--- src/rtl/clock_divider_pkg.sv ---
`default_nettype none
// ==========================================================================
// clock_divider_pkg : shared helpers for the programmable clock divider
// Rev 1.0
// ==========================================================================
package clock_divider_pkg;

  localparam int unsigned CFG_CH_W_MIN = 1;

  function automatic int unsigned cfg_ch_w(input int unsigned nch);
    if (nch > 1) return unsigned'($clog2(nch));
    return CFG_CH_W_MIN;
  endfunction

  function automatic int unsigned hi_len(input int unsigned d);
    return (d + 1) / 2;
  endfunction

  function automatic int unsigned rst_div(input int unsigned idx);
    return 32'd2 << idx;
  endfunction

endpackage
`default_nettype wire

--- src/rtl/clock_divider_chan.sv ---
`default_nettype none
// ==========================================================================
// clock_divider_chan : one divider channel with shadow divisor
// Rev 1.0
// ==========================================================================
module clock_divider_chan
  import clock_divider_pkg::*;
#(
  parameter int unsigned DIV_W = 8,
  parameter int unsigned IDX   = 0
) (
  input  logic             clk,
  input  logic             reset_n,
  input  logic             en_i,
  input  logic             wr_i,
  input  logic [DIV_W-1:0] wr_div_i,
  output logic             out_clk_o,
  output logic             tick_o,
  output logic             pending_o
);

  localparam logic [DIV_W-1:0] c_rst_div = DIV_W'(rst_div(IDX));

  logic             run_q,  run_d;
  logic [DIV_W-1:0] cnt_q,  cnt_d;
  logic [DIV_W-1:0] div_q,  div_d;
  logic [DIV_W-1:0] nxt_q,  nxt_d;
  logic             pend_q, pend_d;
  logic             out_q,  out_d;
  logic             tick_q, tick_d;
  logic             w_boundary;
  logic [DIV_W-1:0] w_div_eff;

  always_comb begin
    run_d      = run_q;
    cnt_d      = cnt_q;
    div_d      = div_q;
    nxt_d      = nxt_q;
    pend_d     = pend_q;
    out_d      = out_q;
    tick_d     = 1'b0;
    w_boundary = !run_q || (cnt_q == div_q - 1'b1);
    w_div_eff  = pend_q ? nxt_q : div_q;
    if (w_boundary) begin
      div_d  = w_div_eff;
      pend_d = 1'b0;
      cnt_d  = '0;
      if (en_i && (w_div_eff != '0)) begin
        run_d  = 1'b1;
        out_d  = 1'b1;
        tick_d = 1'b1;
      end else begin
        run_d  = 1'b0;
        out_d  = 1'b0;
      end
    end else begin
      cnt_d = cnt_q + 1'b1;
      out_d = (32'(cnt_q) + 32'd1) < hi_len(32'(div_q));
    end
    // A write is only accepted while nothing is pending, so it never collides
    // with the apply above and waits for the following boundary.
    if (wr_i) begin
      nxt_d  = wr_div_i;
      pend_d = 1'b1;
    end
  end

  always_ff @(posedge clk or negedge reset_n) begin
    if (!reset_n) begin
      run_q  <= 1'b0;
      cnt_q  <= '0;
      div_q  <= c_rst_div;
      nxt_q  <= '0;
      pend_q <= 1'b0;
      out_q  <= 1'b0;
      tick_q <= 1'b0;
    end else begin
      run_q  <= run_d;
      cnt_q  <= cnt_d;
      div_q  <= div_d;
      nxt_q  <= nxt_d;
      pend_q <= pend_d;
      out_q  <= out_d;
      tick_q <= tick_d;
    end
  end

  assign out_clk_o = out_q;
  assign tick_o    = tick_q;
  assign pending_o = pend_q;

endmodule
`default_nettype wire

--- src/rtl/clock_divider_prog.sv ---
`default_nettype none
// ==========================================================================
// clock_divider_prog : NCH-channel run-time programmable clock divider
// Rev 1.0
// ==========================================================================
module clock_divider_prog
  import clock_divider_pkg::*;
#(
  parameter  int unsigned NCH   = 3,
  parameter  int unsigned DIV_W = 8,
  localparam int unsigned CH_W  = cfg_ch_w(NCH)
) (
  input  logic             clk,
  input  logic             reset_n,
  input  logic [NCH-1:0]   en,
  input  logic             cfg_valid,
  output logic             cfg_ready,
  input  logic [CH_W-1:0]  cfg_ch,
  input  logic [DIV_W-1:0] cfg_div,
  output logic [NCH-1:0]   out_clk,
  output logic [NCH-1:0]   tick,
  output logic [NCH-1:0]   pending
);

  if (DIV_W < NCH + 1) begin : g_bad_div_w
    $error("clock_divider_prog: DIV_W must be at least NCH+1");
  end

  logic [NCH-1:0] w_wr;

  // Out-of-range channels match no index: ready stays high, write is dropped.
  always_comb begin
    cfg_ready = 1'b1;
    w_wr      = '0;
    for (int unsigned i = 0; i < NCH; i++) begin
      if (cfg_ch == CH_W'(i)) begin
        cfg_ready = !pending[i];
        w_wr[i]   = cfg_valid && !pending[i];
      end
    end
  end

  for (genvar g = 0; g < NCH; g++) begin : g_chan
    clock_divider_chan #(
      .DIV_W (DIV_W),
      .IDX   (g)
    ) u_chan (
      .clk       (clk),
      .reset_n   (reset_n),
      .en_i      (en[g]),
      .wr_i      (w_wr[g]),
      .wr_div_i  (cfg_div),
      .out_clk_o (out_clk[g]),
      .tick_o    (tick[g]),
      .pending_o (pending[g])
    );
  end

endmodule
`default_nettype wire

--- config.mk ---
export PLATFORM = sky130hd
export DESIGN_NAME = clock_divider_prog
export DESIGN_NICKNAME = d
export VERILOG_FILES = /design/src/rtl/clock_divider_pkg.sv /design/src/rtl/clock_divider_chan.sv /design/src/rtl/clock_divider_prog.sv
export SDC_FILE = /design/constraint.sdc
export NUM_CORES = 1
export LEC_CHECK = 0
export ABC_AREA = 1
export CORE_MARGIN = 4
export CORE_UTILIZATION = 50
export DETAILED_ROUTE_END_ITERATION = 16
export GPL_TIMING_DRIVEN = 0
export HOLD_SLACK_MARGIN = 0.1
export PLACE_DENSITY = 0.68
export SKIP_CTS_REPAIR_TIMING = 1
export SLEW_MARGIN = 5
export SYNTH_ARGS = -nofsm -noshare
export SYNTH_HDL_FRONTEND = slang
export SYNTH_SLANG_ARGS = --single-unit
export TNS_END_PERCENT = 100
--- constraint.sdc ---
create_clock -name clk -period 2.8 [get_ports clk]
set_input_delay 0.56 -clock clk [delete_from_list [all_inputs] [get_ports clk]]
set_output_delay 0.56 -clock clk [all_outputs]
set_load 0.01 [all_outputs]
==> impl_metrics.toml, run 1 <==
[cts]
root_buffer = "clkbuf_16"
clockBufferDepth = 2
cts_max_level = 3
worstSkewPairLatency_ns = 0.35
path_clk_slew_ns = 0.07
numCtsBuffers = 9
clkSinkCount = 84
cts_tree = "yes"

[placement]
dp_cells = 936
place_congestion = 0.9166
place_hpwl_mm = 9.712
pre_cts_ws_ns = 0.2798
port-buffer-count = 25

[grt]
antenna_found_initial = 0
grt_remaining_overflow = 0
grt_usage = 0.2100
grt_max_degree = 60
grt_first_pass_wirelength_mm = 22.08
grt_pass1_vias = 4655

[logic_synthesis]
synth.avg_cell_area_sq_um = 7.377
synth_top_area_cell = "dfrtp_1"
async_flop_share = 1.000
synthMostInstantiatedCell = "nand2_1"
synth_edf_count = 0
synth_nets = 816
ys.flop_type = "dfrtp_1"
ys_ff_latch = 84
synth_top_area_share = 0.3568
yosysSeqAreaShare = 0.3707
ys_top_cells_by_count = "nand2_1 (211), inv_1 (95), dfrtp_1 (81), nand3_1 (66), nor2_1 (64)"
ys_warn_count = 0
synth.cell_area_sq_mm = 0.005680
synthesis.instances = 770
synth_cell_type_count = 32
netlist_top_cells_area = "dfrtp_1 (36%), nand2_1 (14%), ha_1 (6.6%), inv_1 (6.3%), nand3_1 (5.8%)"

[sta]
max_freq_ghz = 0.3880
setup_viol = 0
hold_violations = 0
period_needed_ns = 2.577
fin_setup_tns_ns = 0
drv_slew = 0
final.setup_skew_ns = 0.008704
rsz0062_at_grt = "no"
worst_pin_slew_ns = 0.4341
max-slew-margin-rel = 0.7106
finalWorstSetupSlack_ns = 0.2229
period_share = 0.9204

[setup_path]
required_ns = 3.09
crit_fanout = 7
crit_cells = 12
critPathLaunchType = "register"
rr_worst_depth = 12
cpMostUsedCell = "nand2_1"
crit_chain = "inv_1, nor3_1, nand3_1, nor3_1, xor2_1, ha_1, nand2_1, o21a_1, nand2_1, nor2_1, nand3_1, nand2_1"
path_buf_inv = 1
slowest_stage = "dfrtp_1"
path_delay_family = "simple AND/OR/NAND/NOR gates"
max_stage_delay_ns = 0.52
cp.arrival_ns = 2.87
worst-setup-path-type = "register to register"
cp-end-kind = "register"

[detailed_routing]
viasPerCell = 5.042
dr.pass1.iters = 5
vias = 4795
routedWlPerCell_microns = 13.45
routed_wl_mm = 12.80
drtIter0Drc = 364
postRouteAntennaNets = 0
drc_errors = 0

[final_layout]
syn_to_final_growth_pct = 13.19
num-nets-final = 853
instances_no_fill = 951
drive_gt1_frac = 0.1048
diodes = 0

[floorplan]
initial_utilization = 0.5172
ios = 26
die_x_microns = 114.6
die-height_microns = 114.6
dieArea_sq_mm = 0.01313
rows = 38
core_sq_mm = 0.01098

[power]
peakVddDrop_mv = 0.3186
p_per_area_mw_per_mm2 = 392.2
p_leak_nw = 3.343

[min_path]
hold_path_class = "primary input to async pin"

[job]
drv_cap = 0

[outcome]
status = "finished clean"
==> area by class of cell <==
type                            instances  area [sq um]
Fill cell                            1031          4553
Multi-Input combinational cell        541          2889
Sequential cell                        84          2106
Inverter                              105         399.1
Buffer                                 40         286.5
Timing Repair Buffer                   26         275.3
Clock buffer                            9         225.2
Tap cell                              140         175.2
Clock inverter                          6         73.82
==> placed cells by master, fill, tap and decap left out, types with 4 or more instances in the layout <==
cell type / netlist / final
nand2_1: 211 / 211
inv_1: 95 / 95
dfrtp_1: 81 / 81
nand3_1: 66 / 66
nor2_1: 64 / 64
o21ai_0: 57 / 57
xor2_1: 36 / 36
ha_1: 30 / 30
clkdlybuf4s50_1: 0 / 24
xnor2_1: 16 / 16
buf_4: 11 / 12
a21oi_1: 12 / 12
buf_6: 11 / 11
nor3_1: 10 / 10
clkbuf_16: 0 / 9
inv_2: 8 / 8
nor2_2: 8 / 8
buf_2: 7 / 7
nand2_2: 6 / 6
clkbuf_1: 5 / 5
nand4_1: 4 / 4
nor2_4: 4 / 4
==> routing by layer <==
| layer | share of wire | GRT usage | up-vias |
|---|---|---|---|
| li1 | - | - | 2466 |
| met4 | 0.012 | 0.05146 | 0 |
| met5 | 0 | 0 | - |
| met3 | 0.043 | 0.04387 | 15 |
| met2 | 0.46 | 0.3271 | 88 |
| met1 | 0.48 | 0.2994 | 2226 |
==> power breakdown <==
| group | switching, mW | leakage (nW) | internal, mW |
|---|---|---|---|
| sequential | 0.00313 | 1.08 | 1.22 |
| combinational | 0.0494 | 2.12 | 0.0328 |
| clock | 0.520 | 0.140 | 0.697 |
| total | 0.573 | 3.34 | 1.95 |
==> sequential cells by signal, indices dropped and copies added (netlist names) <==
register and cells:
g_chan.u_chan.nxt_q 24, g_chan.u_chan.out_clk_o 3, g_chan.u_chan.div_q 24, g_chan.u_chan.cnt_q 24
g_chan.u_chan.tick_o 3, g_chan.u_chan.run_q 3, g_chan.u_chan.pending_o 3
==> path summary, 6_finish.rpt <==
path	start	to	slack (ns)
worst max-delay path	g_chan[1].u_chan.div_q[0]	g_chan[1].u_chan.out_clk_o	0.22
worst min-delay path	reset_n	g_chan[0].u_chan.cnt_q[2]	0.13
worst max register to register	g_chan[1].u_chan.div_q[0]	g_chan[1].u_chan.out_clk_o	0.22
worst min register to register	g_chan[0].u_chan.nxt_q[1]	g_chan[0].u_chan.nxt_q[1]	0.49
max in group asynchronous	reset_n	g_chan[1].u_chan.div_q[2]	2.03
min in group clk	g_chan[0].u_chan.nxt_q[1]	g_chan[0].u_chan.nxt_q[1]	0.49
==> logic make-up after synthesis <==
group                      synth area share
AOI/OAI and AO/OA                   0.06982
xor gates and xnor gates            0.08018
adders and majority gates           0.06608
DFF                                  0.3707
and+or+nand+nor                      0.2925
buffers and inverters                0.1207
==> through the flow <==
step           power [mW]  instance area [sq um]  utilization  hold WS, ns
2_1_floorplan       1.266                   5680            -       0.2644
3_3_place_gp        1.324                   6106       0.5559       0.4696
3_5_place_dp        1.329                   6131       0.5582       0.4769
4_1_cts             2.549                   6430       0.5854       0.1349
5_1_grt             2.614                   6430       0.5854       0.1421
6_report            2.522                   6430       0.5854       0.1267
(Power assumes the default switching activity.)
==> run 2, diff against run 1 <==
==> constraint.sdc (replaced) <==
create_clock -name clk -period 2.8 [get_ports clk]
set_input_delay 0.28 -clock clk [delete_from_list [all_inputs] [get_ports clk]]
set_output_delay 0.28 -clock clk [all_outputs]
set_load 0.01 [all_outputs]
==> run 2 against run 1 <==
Sequential share of layout area shrank 0.051 points. Global-route usage is the same. Final area grew 0.16%. Flip-flop and latch count is the same. Power is essentially flat. Highest routed layer unchanged. Register-to-register slack is essentially flat. Count of clock-buffer cells in the layout is the same. Clock skew is essentially flat.
==> impl_metrics.toml, run 2 (same netlist as run 1, synthesis figures left out) <==
[grt]
antenna_found_initial = 0
grt_usage = 0.2100
grt_first_pass_wirelength_mm = 22.08
met2_usage = 0.3271
grt_pass1_vias = 4655
grt_remaining_overflow = 0
grt_util_met3 = 0.04387
met1_usage = 0.2994
grt_max_degree = 60
grt_most_used_layer = "met2"

[placement]
port-buffer-count = 25
placed_cell_area_sq_mm = 0.006131
place_congestion = 0.9166
pre_cts_ws_ns = 0.2798
dp_cells = 936
place_hpwl_mm = 9.712

[sta]
max_freq_ghz = 0.3897
setup_viol = 0
max-slew-margin-rel = 0.7105
fin_setup_tns_ns = 0
timing.hold.ws_ns = 0.3888
period_share = 0.9165
rsz0062_at_grt = "no"
period_needed_ns = 2.566
final.setup_skew_ns = 0.008269
hold_violations = 0
drv_slew = 0
finalWorstSetupSlack_ns = 0.2338
worst_pin_slew_ns = 0.4343

[power]
p_per_area_mw_per_mm2 = 391.8
finalPower_mw = 2.523
p_leak_nw = 3.347
peakVddDrop_mv = 0.3195

[final_layout]
top_regs = "g_chan.u_chan.cnt_q: 24 flops, g_chan.u_chan.div_q: 24 flops, g_chan.u_chan.nxt_q: 24 flops"
layout_commonest_cell = "nand2_1"
instances_no_fill = 952
final_area_sq_mm = 0.006440
final_core_utilization = 0.5864
fillers = 1030
drive_gt1_frac = 0.1047
num-nets-final = 854
diodes = 0
final_cell_mix = "nand2_1 (211), inv_1 (95), dfrtp_1 (81)"
syn_to_final_growth_pct = 13.37

[setup_path]
r2r-end = "g_chan[1].u_chan.out_clk_o"
cp-end-kind = "register"
critPathLaunchType = "register"
cpMostUsedCell = "nand2_1"
crit_chain = "inv_1, nor3_1, nand3_1, nor3_1, xor2_1, ha_1, nand2_1, o21a_1, nand2_1, nor2_1, nand3_1, nand2_1"
cp.arrival_ns = 2.86
slowest_stage = "dfrtp_1"
rrSetupSlack_ns = 0.23
path_delay_family = "simple AND/OR/NAND/NOR gates"
crit-reg2reg-launch = "g_chan[1].u_chan.div_q[0]"
required_ns = 3.09
path_buf_inv = 1
worst-setup-path-type = "register to register"
crit_fanout = 7
max_stage_delay_ns = 0.51
rr_worst_depth = 12

[detailed_routing]
dr.pass1.iters = 5
drtIter0Drc = 354
drc_errors = 0
routed_wl_mm = 12.81
vias = 4834
viasPerCell = 5.078
postRouteAntennaNets = 0
routedWlPerCell_microns = 13.46

[cts]
worstSkewPairLatency_ns = 0.35
path_clk_slew_ns = 0.07
clkSinkCount = 84
cts_tree = "yes"
clockBufferDepth = 2
root_buffer = "clkbuf_16"
cts_max_level = 3
numCtsBuffers = 9

[floorplan]
dieArea_sq_mm = 0.01313
initial_utilization = 0.5172
die_x_microns = 114.6
die-height_microns = 114.6
ios = 26
rows = 38
core_sq_mm = 0.01098

[outcome]
status = "finished clean"

[job]
drv_cap = 0

[min_path]
hold_path_class = "primary input to async pin"
## run 2: cell count changes in the layout (fill, tap and decap cells not counted), sizes merged
cell,before,now
dlygate4sd3,0,1
## run 2: area by class of cell
type / count / area [sq um] / area share
multi-input cells: 541 / 2889 / 0.4486
flip-flops and latches: 84 / 2106 / 0.3270
inverters: 105 / 399.1 / 0.06198
plain buffers: 40 / 286.5 / 0.04449
repair buffers: 27 / 285.3 / 0.04430
clock buffers: 9 / 225.2 / 0.03497
well taps: 140 / 175.2 / 0.02720
clock inverters: 6 / 73.82 / 0.01146
## run 2: worst register-to-register path, stage by stage, from the launching register on
cell,delay [ns]
dfrtp_1,0.51
inv_1,0.16
nor3_1,0.32
nand3_1,0.18
nor3_1,0.22
xor2_1,0.22
ha_1,0.26
nand2_1,0.08
o21a_1,0.13
nand2_1,0.06
nor2_1,0.18
nand3_1,0.10
nand2_1,0.08
## run 2: worst max-delay path by stage
| stage | from | end | slack (ns) | cells after the start |
|---|---|---|---|---|
| 6_report | g_chan[1].u_chan.div_q[0] | g_chan[1].u_chan.out_clk_o | 0.23 | 12 |
| 5_1_grt | g_chan[1].u_chan.div_q[0] | g_chan[1].u_chan.out_clk_o | 0.11 | 12 |
| 4_1_cts | g_chan[0].u_chan.div_q[1] | g_chan[0].u_chan.out_clk_o | 0.26 | 12 |
| 3_5_place_dp | g_chan[0].u_chan.div_q[1] | g_chan[0].u_chan.out_clk_o | 0.28 | 12 |
| 3_3_place_gp | reset_n | g_chan[1].u_chan.cnt_q[0] | -1.64 | 1 |
| 2_1_floorplan | g_chan[1].u_chan.div_q[2] | g_chan[1].u_chan.out_clk_o | 0.69 | 13 |
## run 2: metal layers
layer | vias up | part of all wire
met1 | 2259 | 0.47
met3 | 12 | 0.056
met4 | 0 | 0.011
li1 | 2469 | -
met2 | 94 | 0.46
met5 | - | 0
## run 2: power breakdown
| part | switching, mW | internal [mW] |
|---|---|---|
| registers | 0.00317 | 1.22 |
| clock network | 0.521 | 0.697 |
| logic | 0.0494 | 0.0337 |
==> run 3, diff against run 2 <==
--- a/config.mk
+++ b/config.mk
@@ -8,6 +8,7 @@
 export ABC_AREA = 1
 export CORE_MARGIN = 4
 export CORE_UTILIZATION = 50
+export CTS_BUF_LIST = sky130_fd_sc_hd__clkbuf_4 sky130_fd_sc_hd__clkbuf_8
 export DETAILED_ROUTE_END_ITERATION = 16
 export GPL_TIMING_DRIVEN = 0
 export HOLD_SLACK_MARGIN = 0.1
==> constraint.sdc (replaced) <==
create_clock -name clk -period 2.8 [get_ports clk]
set_input_delay 0.28 -clock clk [delete_from_list [all_inputs] [get_ports clk]]
set_output_delay 0.28 -clock clk [all_outputs]
set_load 0.005 [all_outputs]
==> run 3 against run 2 <==
Critical path depth unchanged. Power decreased by 13%. Critical path type unchanged. Register-to-register slack got worse by 0.02 ns. Sequential share of layout area increased by 0.52 points. Wire length down 0.54%. Sequential power is essentially flat. Via count is 0.83% lower. Final area down 1.6%. Largest cell class unchanged. Count of clock-buffer cells in the layout did not move. Critical endpoint is now g_chan[0].u_chan.out_clk_o. Non-clock buffer count stayed put.
==> impl_metrics.toml, run 3 (same netlist as run 1, synthesis figures left out) <==
[outcome]
status = "finished clean"

[sta]
period_share = 0.9233
setup_viol = 0
max-slew-margin-rel = 0.7108
hold_violations = 0
max_freq_ghz = 0.3868
rsz0062_at_grt = "no"
drv_slew = 0
period_needed_ns = 2.585
worst_pin_slew_ns = 0.4338
final.setup_skew_ns = 0.01847

[power]
peakVddDrop_mv = 0.2405
finalPower_mw = 2.203
p_per_area_mw_per_mm2 = 347.5
p_leak_nw = 3.301

[grt]
grt_pass1_vias = 4699
grt_max_degree = 60
antenna_found_initial = 0
grt_remaining_overflow = 0
grt_usage = 0.2096
grt_first_pass_wirelength_mm = 22.08

[setup_path]
path_buf_inv = 1
slowest_stage = "dfstp_2"
cpMostUsedCell = "nand2_1"
critPathLaunchType = "register"
cp-end-kind = "register"
cp.arrival_ns = 2.91
required_ns = 3.12
worst-setup-path-type = "register to register"
crit_chain = "inv_1, nor3_1, nand3_1, nor3_1, xor2_1, ha_1, nand2_1, o21a_1, nand2_1, nor2_1, nand3_1, nand2_1"
max_stage_delay_ns = 0.60
path_delay_family = "simple AND/OR/NAND/NOR gates"
crit_fanout = 4

[final_layout]
final_cell_mix = "nand2_1 (211), inv_1 (95), dfrtp_1 (81)"
top_regs = "g_chan.u_chan.cnt_q: 24 flops, g_chan.u_chan.div_q: 24 flops, g_chan.u_chan.nxt_q: 24 flops"
layout_commonest_cell = "nand2_1"
final_core_utilization = 0.5771
syn_to_final_growth_pct = 11.59
drive_gt1_frac = 0.1047
num-nets-final = 854
diodes = 0

[floorplan]
rows = 38
ios = 26
initial_utilization = 0.5172
core_sq_mm = 0.01098
die-height_microns = 114.6
dieArea_sq_mm = 0.01313
die_x_microns = 114.6

[cts]
path_clk_slew_ns = 0.10
clkSinkCount = 84
root_buffer = "clkbuf_8"
cts_tree = "yes"
numCtsBuffers = 9
cts_max_level = 3
worstSkewPairLatency_ns = 0.38
clockBufferDepth = 2

[detailed_routing]
routedWlPerCell_microns = 13.39
dr.pass1.iters = 5
drc_errors = 0
drtIter0Drc = 368
postRouteAntennaNets = 0
routed_wl_mm = 12.74
vias = 4794
viasPerCell = 5.036

[placement]
place_hpwl_mm = 9.712
port-buffer-count = 25
place_congestion = 0.9166

[job]
drv_cap = 0

[min_path]
hold_path_class = "primary input to async pin"
[run 3: final timing paths]
kind | from | to | slack (ns) | cells past startpoint
hold / removal | reset_n | g_chan[0].u_chan.cnt_q[2] | 0.36 | 2
max in group asynchronous | reset_n | g_chan[1].u_chan.div_q[2] | 1.80 | 3
setup / recovery | g_chan[0].u_chan.div_q[1] | g_chan[0].u_chan.out_clk_o | 0.21 | 12
min in group clk | g_chan[1].u_chan.nxt_q[4] | g_chan[1].u_chan.nxt_q[4] | 0.49 | 2
hold reg to reg | g_chan[1].u_chan.nxt_q[4] | g_chan[1].u_chan.nxt_q[4] | 0.49 | 2
setup reg to reg | g_chan[0].u_chan.div_q[1] | g_chan[0].u_chan.out_clk_o | 0.21 | 12
[run 3: cell type report]
type | count | area, sq um
inverter | 105 | 399.1
tap | 140 | 175.2
multi-input combinational | 541 | 2889
timing repair buffer | 27 | 285.3
clock buffer | 9 | 123.9
clock inverter | 6 | 73.82
sequential | 84 | 2106
buffer | 40 | 286.5
fill | 1042 | 4644
[run 3: where the power goes]
group	internal, mW	leakage [nW]	switching [mW]
logic	0.0337	2.12	0.0492
clock network	0.418	0.0938	0.481
registers	1.22	1.08	0.00312
total	1.67	3.30	0.533
[run 3: per-layer routing]
layer  track usage  vias up  share of wire  wire [microns]
li1              -     2467              -               -
met1        0.2978     2230           0.49            6219
met2        0.3271       85           0.46            5872
met3       0.04651       12          0.040             516
met4       0.04830        0          0.011             135
met5             0        -              0               0
[run 3: through the flow]
stage               TNS (ns)  area [sq um]  setup slack (ns)  hold slack [ns]  instances
floorplan                  0          5680            0.6895         -0.01559        770
global placement     -134.48          6106            -1.644           0.4696        935
detailed placement         0          6131            0.2798           0.2256        936
CTS                        0          6329            0.1961          -0.1831        951
global route               0          6339           0.09248           0.3672        952
finish                     0          6339            0.2146           0.3620        952
